==> src/rtl/fmadd_mul_seq_core.sv <==
// fmadd_mul_seq_core
//   Iterative radix-2 shift-add multiplier front end for the FMADD
//   multiplication path. Accepts two packed IEEE operands and emits the
//   unrounded product word for the multiplication rounding stage.
//
// Ports
//   clk            clock
//   rst_l          asynchronous active-low reset
//   in_valid       operands valid
//   in_ready       idle, can accept (high only in IDLE)
//   in_a, in_b     packed operands {sign, exponent, fraction}
//   in_rm          rounding mode, captured at accept
//   out_valid      result valid (DONE)
//   out_ready      downstream accepts
//   out_no         {sign, 9-bit exponent, 2*(MAN+2)-bit mantissa},
//                  hidden bit at MAN+MAN+3
//   out_sticky_pn  OR of bits shifted out during denormalisation
//   out_rm         captured rounding mode
//
// Build option
//   FMADD_MUL_EARLY_TERM_EN  when defined, MUL leaves as soon as the
//                            remaining multiplier bits are all zero.
module fmadd_mul_seq_core #(
  parameter int STD  = 31,
  parameter int MAN  = 22,
  parameter int EXP  = 7,
  parameter int BIAD = 127
) (
  input  logic                   clk,
  input  logic                   rst_l,
  input  logic                   in_valid,
  output logic                   in_ready,
  input  logic [STD:0]           in_a,
  input  logic [STD:0]           in_b,
  input  logic [2:0]             in_rm,
  output logic                   out_valid,
  input  logic                   out_ready,
  output logic [MAN+MAN+EXP+6:0] out_no,
  output logic                   out_sticky_pn,
  output logic [2:0]             out_rm
);

  localparam int MW = MAN + 2;       // operand mantissa width
  localparam int PW = 2 * MAN + 4;   // product width
  localparam int EW = EXP + 4;       // signed working exponent width
  localparam int XW = EXP + 2;       // output exponent field width
  localparam int CW = $clog2(MW);    // multiplier bit counter width

  typedef enum logic [1:0] {IDLE, MUL, ADJ, DONE} state_t;

  state_t state_q, state_d;

  logic                 sign_q;
  logic signed [EW-1:0] e_q;
  logic [PW-1:0]        p_q;
  logic [PW-1:0]        mcand_q;
  logic [MW-1:0]        mplier_q;
  logic [CW-1:0]        cnt_q;
  logic                 sticky_q;
  logic [2:0]           rm_q;

  // Operand unpacking
  logic [EXP:0]         ea_f, eb_f, ea_eff, eb_eff;
  logic [MW-1:0]        ma_in, mb_in;
  logic signed [EW-1:0] e_in;

  assign ea_f = in_a[STD-1 -: EXP+1];
  assign eb_f = in_b[STD-1 -: EXP+1];
  // max(E,1): a zero field becomes 1, any other value is left untouched
  assign ea_eff = ea_f | {{EXP{1'b0}}, ~|ea_f};
  assign eb_eff = eb_f | {{EXP{1'b0}}, ~|eb_f};
  assign ma_in  = {|ea_f, in_a[MAN:0]};
  assign mb_in  = {|eb_f, in_b[MAN:0]};
  assign e_in   = EW'(ea_eff) + EW'(eb_eff) - EW'(BIAD - 1);

  // Multiply termination
  logic mul_last;
`ifdef FMADD_MUL_EARLY_TERM_EN
  assign mul_last = (cnt_q == CW'(MW - 1)) || (mplier_q[MW-1:1] == '0);
`else
  assign mul_last = (cnt_q == CW'(MW - 1));
`endif

  // Adjust-step decode, highest priority first. A flush always finishes
  // in the same cycle because P=0, e=1 fails every later shift test.
  logic adj_zero, adj_flush, adj_rsh, adj_lsh, adj_fin;

  always_comb begin
    adj_zero  = (p_q == '0);
    adj_flush = !adj_zero && (int'(e_q) < -PW);
    adj_rsh   = !adj_zero && !adj_flush && (int'(e_q) < 1);
    adj_lsh   = !adj_zero && !adj_flush && !adj_rsh &&
                !p_q[PW-1] && (int'(e_q) > 1);
    adj_fin   = !(adj_rsh || adj_lsh);
  end

  // State register
  always_ff @(posedge clk or negedge rst_l) begin
    if (!rst_l) state_q <= IDLE;
    else        state_q <= state_d;
  end

  // Next-state logic
  always_comb begin
    state_d = state_q;
    unique case (state_q)
      IDLE: if (in_valid)  state_d = MUL;
      MUL:  if (mul_last)  state_d = ADJ;
      ADJ:  if (adj_fin)   state_d = DONE;
      DONE: if (out_ready) state_d = IDLE;
      default:             state_d = IDLE;
    endcase
  end

  // Handshake outputs
  always_comb begin
    in_ready  = 1'b0;
    out_valid = 1'b0;
    unique case (state_q)
      IDLE:    in_ready  = 1'b1;
      DONE:    out_valid = 1'b1;
      default: ;
    endcase
  end

  // Datapath
  always_ff @(posedge clk or negedge rst_l) begin
    if (!rst_l) begin
      sign_q   <= 1'b0;
      e_q      <= '0;
      p_q      <= '0;
      mcand_q  <= '0;
      mplier_q <= '0;
      cnt_q    <= '0;
      sticky_q <= 1'b0;
      rm_q     <= '0;
    end else begin
      unique case (state_q)
        IDLE: begin
          if (in_valid) begin
            sign_q   <= in_a[STD] ^ in_b[STD];
            e_q      <= e_in;
            p_q      <= '0;
            mcand_q  <= PW'(ma_in);
            mplier_q <= mb_in;
            cnt_q    <= '0;
            sticky_q <= 1'b0;
            rm_q     <= in_rm;
          end
        end
        MUL: begin
          // Multiplicand shifts left while the multiplier shifts right,
          // so bit 0 of mplier_q always pairs with Ma<<i.
          if (mplier_q[0]) p_q <= p_q + mcand_q;
          mcand_q  <= mcand_q << 1;
          mplier_q <= mplier_q >> 1;
          cnt_q    <= cnt_q + CW'(1);
        end
        ADJ: begin
          if (adj_zero) begin
            e_q <= EW'(1);
          end else if (adj_flush) begin
            sticky_q <= 1'b1;
            p_q      <= '0;
            e_q      <= EW'(1);
          end else if (adj_rsh) begin
            sticky_q <= sticky_q | p_q[0];
            p_q      <= p_q >> 1;
            e_q      <= e_q + EW'(1);
          end else if (adj_lsh) begin
            p_q <= p_q << 1;
            e_q <= e_q - EW'(1);
          end
        end
        default: ;
      endcase
    end
  end

  // Unnormalised results encode as exponent 0 with hidden bit 0
  assign out_no        = {sign_q, (p_q[PW-1] ? e_q[XW-1:0] : {XW{1'b0}}), p_q};
  assign out_sticky_pn = sticky_q;
  assign out_rm        = rm_q;

endmodule
==> config.mk <==
export PLATFORM = sky130hd
export DESIGN_NAME = fmadd_mul_seq_core
export DESIGN_NICKNAME = d
export VERILOG_FILES = /design/src/rtl/fmadd_mul_seq_core.sv
export SDC_FILE = /design/constraint.sdc
export NUM_CORES = 1
export LEC_CHECK = 0
export CORE_MARGIN = 5
export CORE_UTILIZATION = 50
export CTS_CLUSTER_SIZE = 10
export DETAILED_ROUTE_END_ITERATION = 10
export PLACE_DENSITY = 0.71
export REMOVE_ABC_BUFFERS = 1
export SYNTH_ARGS = -nofsm -noshare
export SYNTH_HDL_FRONTEND = slang
export SYNTH_SLANG_ARGS = --single-unit
==> constraint.sdc <==
create_clock -name clk -period 4.2 [get_ports clk]
set_input_delay 1.26 -clock clk [delete_from_list [all_inputs] [get_ports clk]]
set_output_delay 1.26 -clock clk [all_outputs]
set_load 0.01 [all_outputs]
Yosys cells after proc, flatten, opt, wreduce, memory -nomap -nowiden
Index checks and enable logic that the tools add are counted.

Flip-flop bits (word level): 143. Word-level logic and storage cells: 93. Input bits: 71. Output and inout bits: 64.

Eq/ne operators: 13. Magnitude comparators: 3. Muxes and demuxes: 32. Add/sub/neg operators: 6. Reductions and logical operators: 26. Bitwise operators: 4.

Operators by type and width (count): $mux 48 (7); $pmux 48 s3 (1); $pmux 48 s2 (1); $mux 11 (5); $add 48x48->48 (1); $logic_not 48->1 (1); $pmux 24 s2 (1); $mux 24 (1); $pmux 11 s2 (1); $or 8x1->8 (2); $reduce_or 8->1 (2); $ne 2x2->1 const B (6); $add 11x2->11 const B (1); $gt 11x2->1 const B (1); $lt 11x2->1 const B (1); $lt 11x7->1 const B (1); $sub 11x2->11 const B (1); $pmux 5 s2 (1); $sub 9x7->10 const B (1); $add 8x8->9 (1); $mux 9 (1); $mux 2 (4); $pmux 2 s4 (1); $reduce_and 4->1 (2); 21 further kinds (39).

Logic depth before layout (Yosys ltp)
Gate-level depths: netlist (run 1).

Depth after elaboration: 15. Mapped depth: 15. Depth with buffers taken out: 15.

Worst setup path before layout (run 1)
No wires, ideal clock.

Path type: input -> register. From: in in_a[23]. To: reg e_q[7]. Stages on the path: 14. Setup time: 136 ps. Data arrival time: 3293 ps. Setup slack: 771 ps. Required time: 4064 ps. Path buffers: 0. Cell sequence: nor4_1 a21o_1 ha_1 ha_1 inv_1 fa_1 nor2b_1 o21ai_0 nand2b_1 a21o_1 a21o_1 xnor2_1 o32a_1 o22ai_1.

Cells in the longest elaborated chain, start to end: 7.

RTL lines: start, declared (line 33) `input logic [STD:0] in_a,`; $reduce_or 8->1 (line 70) `assign ea_eff = ea_f | {{EXP{1'b0}}, ~|ea_f};`; $logic_not 1->1 (line 70); $or 8x1->8 * (line 70); $add 8x8->9 * (line 74) `assign e_in = EW'(ea_eff) + EW'(eb_eff) - EW'(BIAD - 1);`; $sub 9x7->10 * (line 74); $mux 11 * (line 140) `if (in_valid) begin`; $pmux 11 s2 * (line 138) `unique case (state_q)`; end signal, assigned (line 142) `e_q <= e_in;`; end signal, assigned (line 169) `e_q <= e_q + EW'(1);`; end signal, assigned (line 172) `e_q <= e_q - EW'(1);`; end, declared (line 54) `logic signed [EW-1:0] e_q;`.

Every way passes the cells marked *; elsewhere a longest branch is shown, timed or not. The select of a mux whose other input is x is not followed. A chain may end at the register's enable or synchronous reset.

Worst setup path after layout (run 1)
From: in in_a[28]. To: reg e_q[7].

Same word-level chain as after synthesis.

==> qor.yml, run 1 <==
synth_warnings: 0
clk_pin_slew_ns: 0.07
dieArea_sq_um: 23800
antenna_cells: 0
cts-htree-levels: 4
slowest_stage: "clkdlybuf4s50_1"
placed_cell_area_sq_um: 11900
hpwl_microns: 21100
powerDensity_nw_per_um2: 752
routed_wl_microns: 29700
ys_seq_area_share_pct: 34.5
n_fill_cell: 1789
rsz0062_at_grt: "no"
finalClockSkew_ns: 0.0131
path_class: "in2reg"
end_kind: "flop"
grt_pass1_wl_microns: 48800
netlist_area_sq_um: 10400
io_pins: 135
yosysTopAreaCellShare_pct: 34.5
critPathRequiredTime_ns: 4.51
stdcell_count: 1606
grt_max_degree: 67
numCtsBuffers: 17
die_h_microns: 154
firstDrtPassIters: 5
synth_edf_count: 0
post_cts_buffers: 0
cts_tree: "done"
die-width_microns: 154
final_common_cell: "nand2_1"
avgSynthCellArea_sq_um: 8.47
period_needed_ns: 3.69
vias: 9695
floorplan.initialDensity_pct: 51.0
synth_ff_type: "dfrtp_1"
peakVddDrop_mv: 0.496
nNetsFinal: 1466
wire_per_inst_microns: 18.5
row_count: 52
numPlacedInstances: 1574
p_leak_nw: 5.46
crit_path_start_kind: "primary input"
setup_viol: 0
gp_congestion: 0.937
drt_iter0_markers: 756
yosysTopAreaCell: "dfrtp_1"
status: "complete, no violations"
final_cell_area_sq_um: 12500
max_freq_mhz: 271
synth_area_leaders: "dfrtp_1 (34%), ha_1 (8.4%), nand2_1 (7.7%)"
ant_nets: 0
post_cts_resized: 0
synth-seq-cells: 143
cts_sinks: 143
area_delta_synth_final_pct: 20.3
cts-root-buf: "clkbuf_16"
worstPathCellList: "clkdlybuf4s50_1 > nor4_1 > a21o_1 > ha_1 > ha_1 > inv_1 > fa_1 > nor2b_1 > o21ai_0 > nand2b_1 > a21o_1 > a21o_1 > xnor2_1 > o32a_1 > o22ai_1"
gr-total-overflow: 0
slew-limit-headroom_pct: 42.9
cts.hold.buffers_added: 0
fp.coreArea_sq_um: 20400
cp.arrival_ns: 3.99
worstMarginPinSlew_ns: 0.857
async_flop_share_pct: 100
cp_max_fo: 2
min_path_type: "reg2reg"
portBuffers: 134
total_power_w: 0.00940
viasPerCell: 6.04
grt_pass1_vias: 9468
insertion_delay_ns: 0.44
grt_usage_pct: 24.8
slowest_delay_ns: 0.43
layout_common_cells: "nand2_1 (212), dfrtp_1 (143), a21oi_1 (136), clkdlybuf4s50_1 (133), o21ai_0 (112)"
drc_errors: 0
hold_viol_final: 0
period_share_pct: 87.8
yosysUniqueCellTypes: 73
cts_buffer_depth: 2
synthCells: 1226
antenna_found_initial: 0
drive_gt1_share_pct: 5.46
slew_violations: 0
cpMostUsedCell: "a21o_1"
maxCapViolCount: 0
## worst paths after layout
kind                              start            to  slack [ns]  cells after the start
max in group asynchronous         rst_l    mcand_q[9]        2.55                      2
setup / recovery               in_a[28]        e_q[7]        0.51                     15
hold / removal             mplier_q[12]  mplier_q[12]        0.48                      2
min in group asynchronous         rst_l        e_q[5]        0.83                      1
hold reg to reg            mplier_q[12]  mplier_q[12]        0.48                      2
setup reg to reg                 p_q[0]       p_q[42]        0.66                     11
## cells by family after synthesis
family	after synthesis	share of synthesized area [%]
xor gates and xnor gates	47	3.96
and+or+nand+nor	376	16.6
DFF	143	34.5
adders and majority gates	72	8.82
muxes	68	6.60
AOI/OAI and AO/OA	417	25.5
buffers and inverters	103	4.10
## sequential cells by signal, summed over array words and instances (netlist names)
register	count
e_q	11
sign_q	1
mcand_q	48
out_rm	3
cnt_q	5
state_q	2
mplier_q	24
p_q	48
out_sticky_pn	1
## report_power, final
part	total [W]	switching [W]	internal (W)
logic	0.00529	0.00322	0.00207
registers	0.00264	0.000686	0.00195
clock network	0.00148	0.000693	0.000785
## critical path: cells and delay by family
family,cells,cell delay [ns]
xor+xnor,1,0.12
buf+inv,2,0.49
compound gates,6,0.77
fa+ha+maj,3,0.68
simple gates,3,0.69
## through the flow
step | setup WS (ns) | hold WS, ns | utilization [%] | TNS [ns]
5_1_grt | 0.219 | 0.508 | 61.4 | 0
4_1_cts | 0.503 | 0.491 | 61.4 | 0
3_3_place_gp | 0.124 | 0.463 | 58.6 | 0
6_report | 0.513 | 0.485 | 61.4 | 0
2_1_floorplan | -1.55 | 0.445 | - | -143.65
3_5_place_dp | 0.0784 | 0.475 | 58.6 | 0
## metal layers
metal	GRT usage, %	routed length, microns	up-vias	share of wire (%)
met4	6.98	495	0	1.7
met5	0	0	-	0
met3	4.44	2280	47	7.7
li1	-	-	4684	-
met1	34.2	13400	4597	45
met2	40.2	13600	367	46
## final cells by class
cell class	instances	area, sq um	area share (%)
Clock inverter	15	138	1.10
Tap cell	270	338	2.70
Inverter	31	116	0.931
Sequential cell	143	3580	28.6
Multi-Input combinational cell	980	6420	51.3
Clock buffer	17	425	3.40
Timing Repair Buffer	150	1490	11.9
## Yosys cell counts (6+ instances only)
| cell | number |
|---|---|
| o221ai_1 | 9 |
| nand2b_1 | 13 |
| mux2i_1 | 64 |
| nand2_1 | 212 |
| a22o_1 | 30 |
| inv_1 | 30 |
| xor2_1 | 19 |
| nor2b_1 | 7 |
| a21o_1 | 33 |
| clkbuf_1 | 53 |
| nand4_1 | 25 |
| o31ai_1 | 7 |
| xnor2_1 | 28 |
| nor2_1 | 38 |
| a21oi_1 | 136 |
| a211oi_1 | 6 |
| nor3_1 | 16 |
| o21a_1 | 9 |
| buf_1 | 8 |
| ha_1 | 70 |
| nor4_1 | 23 |
| nand3_1 | 9 |
| dfrtp_1 | 143 |
| o21ai_0 | 113 |
| and3_1 | 7 |
| and2_1 | 12 |
| a31oi_1 | 8 |
| o21bai_1 | 11 |
Note: power is estimated with default switching activity, not from simulation.
==> run 2: changes to the inputs <==
CORE_MARGIN = 2   (was 5)
==> run 2 against run 1 <==
Compared with the run above:
- clock-buffer cell count did not move
- worst setup slack got worse by 0.059 ns
- combinational power barely moved
- critical path depth did not move
- first-iteration DRC count rose by 5.4%
- hold slack got worse by 0.0012 ns
- critical path type unchanged
==> qor.yml, run 2 (synthesized netlist as in run 1, its figures left out) <==
min_path_type: "reg2reg"
path_class: "in2reg"
critPathRequiredTime_ns: 4.50
layout_common_cells: "nand2_1 (212), dfrtp_1 (143), a21oi_1 (136), clkdlybuf4s50_1 (133), o21ai_0 (112)"
slew-limit-headroom_pct: 43.1
max_freq_mhz: 267
vias: 9870
antenna_found_initial: 0
hpwl_microns: 20700
crit-reg2reg-capture: "p_q[42]"
status: "complete, no violations"
die-width_microns: 148
io_pins: 135
hold_viol_final: 0
swShare_pct: 48.5
worstMarginPinSlew_ns: 0.853
die_h_microns: 148
nNetsFinal: 1466
gr-total-overflow: 0
crit_end: "e_q[7]"
crit_buf_inv: 2
clk_pin_slew_ns: 0.07
p_switching_w: 0.00464
setup.worst_path.start: "in_a[28]"
cp.arrival_ns: 4.04
post_cts_buffers: 0
floorplan.initialDensity_pct: 51.2
combPwrFrac_pct: 55.5
grt_usage_pct: 27.3
cts_buffer_depth: 2
grt_max_degree: 77
drt-met1-wl_microns: 13500
wire_per_inst_microns: 18.6
ant_nets: 0
placed_cell_area_sq_um: 11900
gp_congestion: 0.955
slew_violations: 0
area_delta_synth_final_pct: 20.7
p_leak_nw: 5.49
reg2reg_depth: 11
clkPwrFrac_pct: 16.8
cts-root-buf: "clkbuf_16"
powerDensity_nw_per_um2: 762
reg2reg_from: "p_q[0]"
cts_sinks: 143
r2r_slack_ns: 0.69
cts-htree-levels: 4
final_cell_area_sq_um: 12500
cp_num_cells: 15
antenna_cells: 0
setup_viol: 0
crit_path_start_kind: "primary input"
viasPerCell: 6.15
routed_wl_microns: 29800
drt_iter0_markers: 797
end_kind: "flop"
drc_errors: 0
row_count: 52
firstDrtPassIters: 5
cts_tree: "done"
path_delay_family: "compound AO/OA/AOI/OAI gates"
cpMostUsedCell: "a21o_1"
grt_pass1_vias: 9457
post_cts_resized: 0
fp.coreArea_sq_um: 20300
top_layer_used: "met4"
whs_path_depth: 2
total_power_w: 0.00956
drive_gt1_share_pct: 5.46
numCtsBuffers: 17
slowest_stage: "clkdlybuf4s50_1"
rsz0062_at_grt: "no"
maxCapViolCount: 0
internal_power_w: 0.00492
p_seq_share_pct: 27.7
worstPathCellList: "clkdlybuf4s50_1 > nor4_1 > a21o_1 > ha_1 > ha_1 > inv_1 > fa_1 > nor2b_1 > o21ai_0 > nand2b_1 > a21o_1 > a21o_1 > xnor2_1 > o32a_1 > o22ai_1"
dieArea_sq_um: 21900
cp_max_fo: 2
insertion_delay_ns: 0.43
portBuffers: 134
grt_pass1_wl_microns: 48700
cts.hold.buffers_added: 0
peakVddDrop_mv: 0.482
wl_met2_microns: 13600
final_common_cell: "nand2_1"
slowest_delay_ns: 0.42
top_regs: "mcand_q x48, p_q x48, mplier_q x24"
finalClockSkew_ns: 0.0116
period_needed_ns: 3.75
period_share_pct: 89.2
dr_wl_met3_microns: 2030
-- run 2: cell types whose count changed in the layout (fill, tap and decap cells not counted), sizes merged --
cell,previous run,this run
bufinv,0,2
clkinvlp,2,0
inv,40,39
clkinv,4,5
-- run 2: area by class of cell --
| class | instances | area (sq um) |
|---|---|---|
| clock buffer | 17 | 425 |
| clock inverter | 15 | 191 |
| fill | 1822 | 7760 |
| inverter | 31 | 116 |
| multi-input combinational | 980 | 6420 |
| sequential | 143 | 3580 |
| tap | 270 | 338 |
| timing repair buffer | 150 | 1480 |
-- run 2: how the worst min path moves through the flow --
stage,startpoint,endpoint,slack [ns]
floorplan,mplier_q[0],mplier_q[0],0.44
global placement,mplier_q[9],mplier_q[9],0.46
detailed placement,mplier_q[8],mplier_q[8],0.47
CTS,mplier_q[8],mplier_q[8],0.49
global route,mplier_q[16],mplier_q[16],0.51
finish,mplier_q[9],mplier_q[9],0.48
-- run 2: per-layer routing --
layer / up-vias / track usage, %
li1: 4680 / -
met1: 4732 / 38.0
met2: 404 / 43.8
met3: 54 / 4.51
met4: 0 / 8.33
met5: - / 0
-- run 2: worst reg2reg max path: cells and delay by family, from the launching register on --
| kind | cells | cell delay (ns) |
|---|---|---|
| AOI/OAI and AO/OA | 7 | 1.80 |
| DFF | 1 | 0.47 |
| xor gates and xnor gates | 1 | 0.16 |
| adders and majority gates | 2 | 0.72 |
| and+or+nand+nor | 1 | 0.21 |
-- run 2: stage by stage --
step	utilization [%]	hold WS, ns	setup slack, ns	setup TNS [ns]	std cells
6_report	61.8	0.484	0.454	0	1606
5_1_grt	61.8	0.511	0.206	0	1606
4_1_cts	61.8	0.486	0.458	0	1606
3_5_place_dp	58.7	0.471	0.0193	0	1574
3_3_place_gp	58.7	0.462	0.139	0	1574
2_1_floorplan	-	0.445	-1.55	-143.65	1154
-- run 2: power by group through the flow --
stage          Sequential, W  Clock, W  Combinational (W)
2_1_floorplan        0.00250         0            0.00354
4_1_cts              0.00264   0.00163            0.00525
6_report             0.00265   0.00161            0.00531
3_3_place_gp         0.00264         0            0.00513
3_5_place_dp         0.00265         0            0.00521
5_1_grt              0.00273   0.00168            0.00583
==> run 3: changes to the inputs <==
CAP_MARGIN = 0   (was unset)
CORE_MARGIN = unset   (was 2)
==> run 3 against run 2 <==
Compared with the run above:
- clock power is 7% lower
- critical path depth stayed put
- routed wire length is 0.28% lower
- die area is 2.7% lower
- clock skew is 0.0011 ns higher
- via count is 1.1% lower
- power is 1.0% lower
- hold slack worse by 0.0018 ns
- first-iteration DRC count is 9.4% lower
- combinational power hardly changed
- worst setup slack better by 0.032 ns
==> qor.yml, run 3 (synthesized netlist as in run 1, its figures left out) <==
status: "complete, no violations"
antenna_cells: 0
cts-htree-levels: 4
powerDensity_nw_per_um2: 756
die-width_microns: 146
p_seq_share_pct: 27.8
worstMarginPinSlew_ns: 0.868
crit_path_start_kind: "primary input"
grt_max_degree: 60
nNetsFinal: 1468
cts_buffer_depth: 2
numCtsBuffers: 17
firstDrtPassIters: 5
layout_common_cells: "nand2_1 (212), dfrtp_1 (143), a21oi_1 (136), clkdlybuf4s50_1 (133), o21ai_0 (112)"
period_share_pct: 88.4
viasPerCell: 6.07
grt_pass1_wl_microns: 48800
max_freq_mhz: 269
area_delta_synth_final_pct: 20.5
maxCapViolCount: 0
finalClockSkew_ns: 0.0127
drive_gt1_share_pct: 5.61
cts_tree: "done"
post_cts_buffers: 0
peakVddDrop_mv: 0.458
floorplan.initialDensity_pct: 51.2
clk_pin_slew_ns: 0.07
routed_wl_microns: 29700
slew_violations: 0
p_leak_nw: 5.47
ant_nets: 0
total_power_w: 0.00947
gr-total-overflow: 0
whs_ns: 0.482
antenna_found_initial: 0
final_common_cell: "nand2_1"
combPwrFrac_pct: 56.3
drt_iter0_markers: 722
setup_viol: 0
top_regs: "mcand_q x48, p_q x48, mplier_q x24"
swShare_pct: 49.2
fp.coreArea_sq_um: 20300
row_count: 52
post_cts_resized: 0
hpwl_microns: 20700
cts.hold.buffers_added: 0
gp_congestion: 0.971
vias: 9757
stdcell_count: 1608
numPlacedInstances: 1576
cp.arrival_ns: 4.02
io_pins: 135
end_kind: "flop"
grt_usage_pct: 28.4
internal_power_w: 0.00481
wire_per_inst_microns: 18.5
dieArea_sq_um: 21400
portBuffers: 134
fin_util_pct: 61.7
path_class: "in2reg"
slew-limit-headroom_pct: 41.5
hold_viol_final: 0
cts_sinks: 143
insertion_delay_ns: 0.44
cts-root-buf: "clkbuf_16"
die_h_microns: 146
period_needed_ns: 3.71
drc_errors: 0
rsz0062_at_grt: "no"
critPathRequiredTime_ns: 4.51
p_switching_w: 0.00466
min_path_type: "reg2reg"
clkPwrFrac_pct: 15.8
grt_pass1_vias: 9316
cp_max_fo: 2
[run 3: stage by stage]
step / cell area (sq um) / setup WS, ns / TNS (ns)
3_5_place_dp: 12000 / 0.0804 / 0
3_3_place_gp: 12000 / 0.108 / 0
6_report: 12500 / 0.486 / 0
5_1_grt: 12500 / 0.179 / 0
2_1_floorplan: 10100 / -1.55 / -143.65
4_1_cts: 12500 / 0.521 / 0
[run 3: cell type report]
| class | count | area (sq um) |
|---|---|---|
| Tap cell | 270 | 338 |
| Inverter | 31 | 116 |
| Timing Repair Buffer | 152 | 1500 |
| Clock buffer | 17 | 425 |
| Multi-Input combinational cell | 980 | 6420 |
| Sequential cell | 143 | 3580 |
| Clock inverter | 15 | 141 |
| Fill cell | 1789 | 7780 |
[run 3: routing by layer]
layer,up-vias,global-route usage [%],wire (microns)
met5,-,0,0
met4,0,9.90,704
met3,40,5.25,1840
met2,346,44.1,13500
met1,4682,39.5,13700
li1,4689,-,-
[run 3: worst paths after layout]
path	start	endpoint	slack, ns	cells after the start
worst max register to register	p_q[47]	p_q[39]	0.68	10
worst min register to register	mplier_q[10]	mplier_q[10]	0.48	2
min in group asynchronous	rst_l	e_q[7]	0.81	1
max in group asynchronous	rst_l	p_q[31]	2.62	2
worst min-delay path	mplier_q[10]	mplier_q[10]	0.48	2
worst max-delay path	in_a[28]	e_q[7]	0.49	15
[run 3: critical path: stages]
cell and delay (ns):
clkdlybuf4s50_1 0.44, nor4_1 0.44, a21o_1 0.18, ha_1 0.14, ha_1 0.16, inv_1 0.06, fa_1 0.37, nor2b_1 0.15
o21ai_0 0.10, nand2b_1 0.11, a21o_1 0.13, a21o_1 0.14, xnor2_1 0.12, o32a_1 0.17, o22ai_1 0.07
[run 3: power groups by stage]
stage	clock, W	sequential, W	combinational [W]
2_1_floorplan	0	0.00250	0.00354
3_3_place_gp	0	0.00264	0.00519
3_5_place_dp	0	0.00264	0.00526
4_1_cts	0.00152	0.00262	0.00529
5_1_grt	0.00157	0.00271	0.00585
6_report	0.00150	0.00264	0.00533
